**config.mk**
```make
export PLATFORM = sky130hd
export DESIGN_NAME = fetch_unit
export DESIGN_NICKNAME = d
export VERILOG_FILES = /design/src/rtl/riscv_pkg.sv /design/src/rtl/fetch_fifo.sv /design/src/rtl/fetch_unit.sv
export SDC_FILE = /design/constraint.sdc
export NUM_CORES = 1
export LEC_CHECK = 0
export CAP_MARGIN = 20
export CORE_MARGIN = 2
export CORE_UTILIZATION = 50
export CTS_CLUSTER_SIZE = 20
export DETAILED_ROUTE_END_ITERATION = 16
export PLACE_DENSITY = 0.8
export SLEW_MARGIN = 20
export SYNTH_ARGS = -nofsm -noshare
export SYNTH_HDL_FRONTEND = slang
export SYNTH_HIERARCHICAL = 1
export SYNTH_SLANG_ARGS = --single-unit
```
**constraint.sdc**
```tcl
create_clock -name clk -period 15.05 [get_ports clk]
set_input_delay 4.515 -clock clk [delete_from_list [all_inputs] [get_ports clk]]
set_output_delay 4.515 -clock clk [all_outputs]
set_load 0.05 [all_outputs]
```
**src/rtl/riscv_pkg.sv**
```systemverilog
// riscv_pkg: shared fetch-stage constants
package riscv_pkg;
  localparam int XLEN = 32;
  localparam logic [31:0] RESET_PC = 32'h0000_0000;
  localparam logic [31:0] INSTR_NOP = 32'h0000_0013;
  localparam logic [31:0] PC_STEP = 32'd4;
endpackage

```
**src/rtl/fetch_fifo.sv**
```systemverilog
// fetch_fifo: small pointer-based FIFO holding {pc, instr} entries with flush
module fetch_fifo #(
  parameter int DEPTH = 2,
  parameter int W = 64
) (
  input  logic         clk,
  input  logic         reset,
  input  logic         push,
  input  logic         pop,
  input  logic         flush,
  input  logic [W-1:0] din,
  output logic [W-1:0] dout,
  output logic         full,
  output logic         empty
);
  localparam int AW = $clog2(DEPTH);
  logic [AW:0] wptr, rptr;
  logic [W-1:0] mem [DEPTH];
  logic do_push, do_pop;
  assign full = (wptr[AW] != rptr[AW]) && (wptr[AW-1:0] == rptr[AW-1:0]);
  assign empty = wptr == rptr;
  assign dout = mem[rptr[AW-1:0]];
  // writing into a full FIFO is safe only when the head leaves in the same cycle
  assign do_push = push && (!full || pop);
  assign do_pop = pop && !empty;
  always_ff @(posedge clk) begin
    if (reset || flush) begin
      wptr <= '0;
      rptr <= '0;
    end else begin
      if (do_push) wptr <= wptr + (AW+1)'(1);
      if (do_pop) rptr <= rptr + (AW+1)'(1);
    end
  end
  always_ff @(posedge clk) begin
    if (do_push && !flush) mem[wptr[AW-1:0]] <= din;
  end
endmodule

```
**src/rtl/fetch_unit.sv**
```systemverilog
// fetch_unit: PC register, instruction fetch into a FIFO, redirect and flush handling
module fetch_unit
  import riscv_pkg::*;
#(
  parameter int XLEN = riscv_pkg::XLEN,
  parameter logic [XLEN-1:0] RESET_PC = riscv_pkg::RESET_PC,
  parameter int DEPTH = 2
) (
  input  logic            clk,
  input  logic            reset,
  output logic [XLEN-1:0] imem_addr,
  input  logic [XLEN-1:0] imem_instr,
  input  logic            redirect_valid,
  input  logic [XLEN-1:0] redirect_target,
  output logic            out_valid,
  input  logic            out_ready,
  output logic [XLEN-1:0] out_pc,
  output logic [XLEN-1:0] out_instr,
  output logic            misalign_err,
  output logic [31:0]     fetch_count
);
  logic [XLEN-1:0] pc;
  logic [2*XLEN-1:0] head;
  logic full, empty, pop, fetch_en, push;
  assign pop = out_valid & out_ready;
  assign fetch_en = !full | pop;
  // a redirect discards the word fetched in the same cycle
  assign push = fetch_en & !redirect_valid;
  assign imem_addr = pc;
  assign out_valid = !empty;
  assign out_pc = head[2*XLEN-1:XLEN];
  assign out_instr = empty ? XLEN'(INSTR_NOP) : head[XLEN-1:0];
  fetch_fifo #(.DEPTH(DEPTH), .W(2*XLEN)) u_fifo (
    .clk(clk),
    .reset(reset),
    .push(push),
    .pop(pop),
    .flush(redirect_valid),
    .din({pc, imem_instr}),
    .dout(head),
    .full(full),
    .empty(empty)
  );
  always_ff @(posedge clk) begin
    if (reset) begin
      pc <= RESET_PC;
      misalign_err <= 1'b0;
      fetch_count <= '0;
    end else begin
      pc <= redirect_valid ? {redirect_target[XLEN-1:2], 2'b00} : fetch_en ? pc + XLEN'(PC_STEP) : pc;
      misalign_err <= redirect_valid && (redirect_target[1:0] != 2'b00);
      fetch_count <= fetch_count + 32'(push);
    end
  end
endmodule
```
==> results.cfg, run 1 <==
[outcome]
run_status = completed

[layout]
final_area_um2 = 11380
final_nets = 950
layout-drive-gt1-share_pct = 14.24
area_delta_synth_final_pct = 32.17
fill_cells = 1256

[sta]
maxSlewViolCount = 0
hold_viol_final = 0
setup_violations = 0
rsz0062_at_grt = no
tightestPinTransition_ps = 885.2
fin_crit_ps = 7722
slew_headroom_pct = 40.98
fin_skew_ps = 10.12
setup_tns_ps = 0
fmax_ghz = 0.1295
fin_ws_ps = 7328
finalCritPeriodShare_pct = 51.31

[flow_run]
cap_violations = 0

[power]
peakVddDrop_uv = 80.22
p_sw_share_pct = 25.47
clkPwrFrac_pct = 38.9
p_comb_share_pct = 11.6
p_per_area_nw_per_um2 = 108.3
p_switching_w = 0.0003137
power_leakage_nw = 3.729
p_int_w = 0.0009179
p_seq_share_pct = 49.4

[synth]
ys.flop_type = edfxtp_1
synth_seq_cells = 196
yosys.area.top_type = edfxtp_1
yosysTopAreaCellShare_pct = 44.66
ys_warn_count = 6
ys_types = 65
ys_async_sr_fraction_pct = 0
synth_top_cells_by_count = edfxtp_1 (128), dfxtp_1 (68), mux2_2 (67)
syn_area_um2 = 8607
synth_enable_flop_cells = 128
synth.avg_cell_area_um2 = 12.40
yosys.cell_count.top_type = edfxtp_1
netlist_top_cells_area = edfxtp_1 (45%), dfxtp_1 (16%), mux2_2 (8.8%)
ys_seq_area_share_pct = 60.47
netlist_instances = 694

[critical_path]
startpoint = out_ready
cp_max_fo = 17
ff2ff_setup_slack_ps = 10420
slowest_stage = or4_1
crit_end = fetch_count[26]
criticalPathCategory = in -> reg
path_cells = clkdlybuf4s50_1 -> nand2b_1 -> a21oi_1 -> ha_1 -> ha_1 -> and4_2 -> nand4_1 -> or4_1 -> a21oi_1
r2r-end = fetch_count[26]
crit_path_end_kind = flip-flop
worst_ep_required_time_ps = 15400
critPathMaxStageDelay_ps = 660
rr_startpoint = u_fifo/rptr[0]
cp-start-kind = primary input
crit_arrival_ps = 8070
ff2ff_path_depth = 11

[placement]
placed_cell_area_um2 = 10740
io_buffer_count = 195
place_ws_ps = 6934
dpl.hpwl_um = 13160
place_congestion = 0.7746

[global_routing]
grt_pass1_vias = 5607
grt_overflow = 0
grt_pass1_wl_um = 30150
grt_usage_pct = 21.29
grt_max_degree = 70
antenna_found_initial = 1

[clock_tree]
cts_made_buffers = 17
post_cts_resize_count = 0
cts_buffer_depth = 2
clockRootBuffer = clkbuf_16
cts.clk_slew.worst_paths_ps = 80
cts-htree-levels = 4
postCtsHoldBufs = 0
cts_tree = built
cts_setup_buffers = 0
cts_num_sinks = 196
clock_latency_ps = 430

[route]
viasPerCell = 5.509
wl_per_cell_um = 17.53
ant_nets = 0
vias = 6131
drt_pre_antenna_iters = 7
drt_wl_total_um = 19510
drc = 0
drt-initial-drc-count = 497

[floorplan]
fp.dieArea_um2 = 18280
rows = 47
ios = 198
start_util_pct = 51.54
die_w_um = 135.2
core-area_um2 = 16700
die_y_um = 135.2

[min_path]
hold_path_class = reg -> reg
## power groups by stage
stage / sequential [W] / clock, W / combinational (W)
2_1_floorplan: 0.000640 / 0 / 0.0000653
3_3_place_gp: 0.000620 / 0 / 0.000142
3_5_place_dp: 0.000621 / 0 / 0.000143
4_1_cts: 0.000609 / 0.000485 / 0.000144
5_1_grt: 0.000611 / 0.000504 / 0.000151
6_report: 0.000609 / 0.000480 / 0.000143
## critical path, delay by kind of cell
| family | cells | cell delay [ps] |
|---|---|---|
| AND/OR/NAND/NOR | 4 | 1830 |
| buffers and inverters | 1 | 460 |
| adder cells (fa/ha/maj) | 2 | 510 |
| AO/OA/AOI/OAI | 2 | 750 |
## logic make-up (layout without fill, tap and decap cells)
family | Yosys count | count (layout) | synth area share [%]
other | 1 | 7 | 0.04357
xor gates and xnor gates | 22 | 22 | 2.326
and+or+nand+nor | 227 | 227 | 14.91
buffers and inverters | 61 | 254 | 3.038
muxes | 70 | 70 | 9.115
DFF | 196 | 196 | 60.47
AOI/OAI and AO/OA | 114 | 114 | 9.653
adders and majority gates | 3 | 3 | 0.4362
## through the flow
stage                     utilization (%)  cells  hold WS [ps]  total power, W
after floorplan                         -    699         517.7       0.0007054
after global placement              64.30   1080         477.3       0.0007618
after detailed placement            64.30   1080         483.3       0.0007642
after CTS                           68.09   1112         495.6        0.001238
after global routing                68.10   1112         522.2        0.001266
final                               68.12   1113         501.3        0.001232
## routing by layer
metal	global-route usage (%)	wire length (um)	vias to the layer above
li1	-	-	3007
met1	29.14	8610	2896
met2	33.56	9207	207
met3	5.574	1388	21
met4	6.539	303	0
met5	0	0	-
## worst min-delay path by stage
stage | startpoint | endpoint | cells past startpoint
after floorplan | u_fifo/wptr[1] | u_fifo/wptr[1] | 2
after global placement | fetch_count[24] | fetch_count[24] | 2
after detailed placement | fetch_count[24] | fetch_count[24] | 2
after CTS | fetch_count[24] | fetch_count[24] | 2
after global routing | fetch_count[21] | fetch_count[21] | 2
final | fetch_count[24] | fetch_count[24] | 2
## final cells by class
cell class | count | area (um^2) | area share (%)
diodes | 1 | 2.502 | 0.02200
clock buffers | 17 | 425.4 | 3.740
clock inverters | 15 | 206.4 | 1.815
inverters | 20 | 75.07 | 0.6599
multi-input cells | 442 | 3186 | 28.00
flip-flops and latches | 196 | 5206 | 45.77
well taps | 220 | 275.3 | 2.420
repair buffers | 202 | 1999 | 17.58
## state kept, by name, summed over array words and instances (netlist names), named ones only
signal	cells
u_fifo/mem	128
misalign_err	1
imem_addr	30
u_fifo/rptr	2
u_fifo/wptr	2
fetch_count	32
## cells in the final DEF (no fill, tap or decap), drive strengths merged, types with 15 or more instances in the layout
cell type	instances
mux2	67
a21oi	25
o21ai	18
nor2	42
clkbuf	17
nor2b	36
nand4	16
or4	15
nand2	30
clkdlybuf4s50	194
inv	29
dfxtp	68
nand3	25
edfxtp	128
Power figures use the tool's default switching activity.
==> inputs of run 2 (changes only) <==
Settings changed: CORE_UTILIZATION 50 to 46, PLACE_DENSITY 0.8 to 0.77.
Clock period 15.05 ns to 6.4 ns, I/O delays scaled along.
==> results.cfg, run 2 (synthesis results as in run 1) <==
[power]
total_power_w = 0.002820
p_per_area_nw_per_um2 = 248.1
p_comb_share_pct = 12.0
p_int_w = 0.002106
p_switching_w = 0.0007136
clkPwrFrac_pct = 37.2
peakVddDrop_uv = 183.3
power_leakage_nw = 3.713
p_sw_share_pct = 25.31
p_seq_share_pct = 50.8

[sta]
hold_viol_final = 0
fin_skew_ps = 8.933
finalCritPeriodShare_pct = 76.67
setup_tns_ps = 0
setup_violations = 0
hold_slack_ps = 499.7
rsz0062_at_grt = no
fmax_ghz = 0.2038
slew_headroom_pct = 38.67
tightestPinTransition_ps = 919.9
maxSlewViolCount = 0
fin_crit_ps = 4907

[min_path]
hold_path_class = reg -> reg
hold_depth = 2
min_to = fetch_count[21]
hold_start = fetch_count[21]

[route]
wl_per_cell_um = 17.87
drt_pre_antenna_iters = 5
ant_nets = 0
drt-initial-drc-count = 497
drt_wl_total_um = 20140
viasPerCell = 5.512
drc = 0
vias = 6212

[clock_tree]
cts_num_sinks = 196
cts_made_buffers = 17
post_cts_resize_count = 0
cts_setup_buffers = 0
clock_latency_ps = 420
cts.clk_slew.worst_paths_ps = 70
cts-htree-levels = 4
cts_buffer_depth = 2
postCtsHoldBufs = 0
clockRootBuffer = clkbuf_16
cts_tree = built

[critical_path]
slowest_stage = or4_1
startpoint = out_ready
path_cells = clkdlybuf4s50_1 -> nand2b_1 -> buf_4 -> a21oi_1 -> ha_1 -> ha_1 -> and4_2 -> nand4_1 -> or4_1 -> a21oi_1
criticalPathCategory = in -> reg
rr_startpoint = u_fifo/rptr[0]
critPathMaxStageDelay_ps = 670
crit_arrival_ps = 5250
ff2ff_setup_slack_ps = 2180
cp_max_fo = 17
r2r-end = fetch_count[28]
crit_path_end_kind = flip-flop
cp-start-kind = primary input
worst_ep_required_time_ps = 6750
ff2ff_path_depth = 12

[floorplan]
die_y_um = 140.8
rows = 50
core-area_um2 = 18520
ios = 198
fp.dieArea_um2 = 19820
die_w_um = 140.8
start_util_pct = 46.48

[layout]
layout-drive-gt1-share_pct = 13.89
final_nets = 951
layout_common_cells = clkdlybuf4s50_1 (194), edfxtp_1 (128), mux2_2 (67), dfxtp_1 (67), nor2_1 (41)
area_delta_synth_final_pct = 32.07
diodes = 0
final_area_um2 = 11370
fin_util_pct = 61.39
largest_register_ffs = 128
mostFrequentLayoutCell = clkdlybuf4s50_1

[placement]
placed_cell_area_um2 = 10790
io_buffer_count = 195
dpl.hpwl_um = 13570
place_congestion = 0.7885

[global_routing]
antenna_found_initial = 0
grt_max_degree = 65
grt_overflow = 0
grt_usage_pct = 20.21
grt_pass1_wl_um = 31610
grt_pass1_vias = 6009

[flow_run]
cap_violations = 0

[outcome]
run_status = completed
run 2: how the worst max path moves through the flow:
stage | to | slack [ps] | depth (start not counted)
4_1_cts | fetch_count[28] | 1520 | 10
3_5_place_dp | fetch_count[28] | 1080 | 10
5_1_grt | fetch_count[28] | 1210 | 10
2_1_floorplan | u_fifo/mem[0][0] | 990 | 5
3_3_place_gp | fetch_count[28] | 1180 | 10
6_report | fetch_count[28] | 1490 | 10
run 2: worst max-delay path: cells and delay by family:
kind	cells	cell delay (ps)
AND/OR/NAND/NOR	4	1500
AO/OA/AOI/OAI	2	660
adder cells (fa/ha/maj)	2	510
buffers and inverters	2	650
run 2: final cells by class:
| cell class | count | area [um^2] |
|---|---|---|
| inverter | 20 | 75.07 |
| multi-input combinational | 442 | 3192 |
| tap | 234 | 292.8 |
| fill | 1486 | 7151 |
| clock buffer | 18 | 429.2 |
| clock inverter | 14 | 150.1 |
| timing repair buffer | 203 | 2019 |
| sequential | 196 | 5209 |
run 2: metal layers:
| metal | wire [um] | vias to the layer above | global-route usage (%) |
|---|---|---|---|
| met5 | 0 | - | 0 |
| met1 | 8639 | 2990 | 25.63 |
| met4 | 279 | 0 | 5.632 |
| li1 | - | 3007 | - |
| met2 | 9779 | 195 | 33.94 |
| met3 | 1442 | 20 | 5.910 |
run 2: power by group through the flow:
stage / clock network (W) / logic, W / registers (W)
floorplan: 0 / 0.000154 / 0.00150
global placement: 0 / 0.000335 / 0.00146
detailed placement: 0 / 0.000338 / 0.00146
CTS: 0.00107 / 0.000340 / 0.00143
global route: 0.00112 / 0.000357 / 0.00144
finish: 0.00105 / 0.000338 / 0.00143
run 2: per-stage QoR:
| step | setup WS, ps | std cells |
|---|---|---|
| after floorplan | 985.4 | 699 |
| after global placement | 1182 | 1095 |
| after detailed placement | 1080 | 1095 |
| after CTS | 1524 | 1127 |
| after global routing | 1214 | 1127 |
| final | 1493 | 1127 |
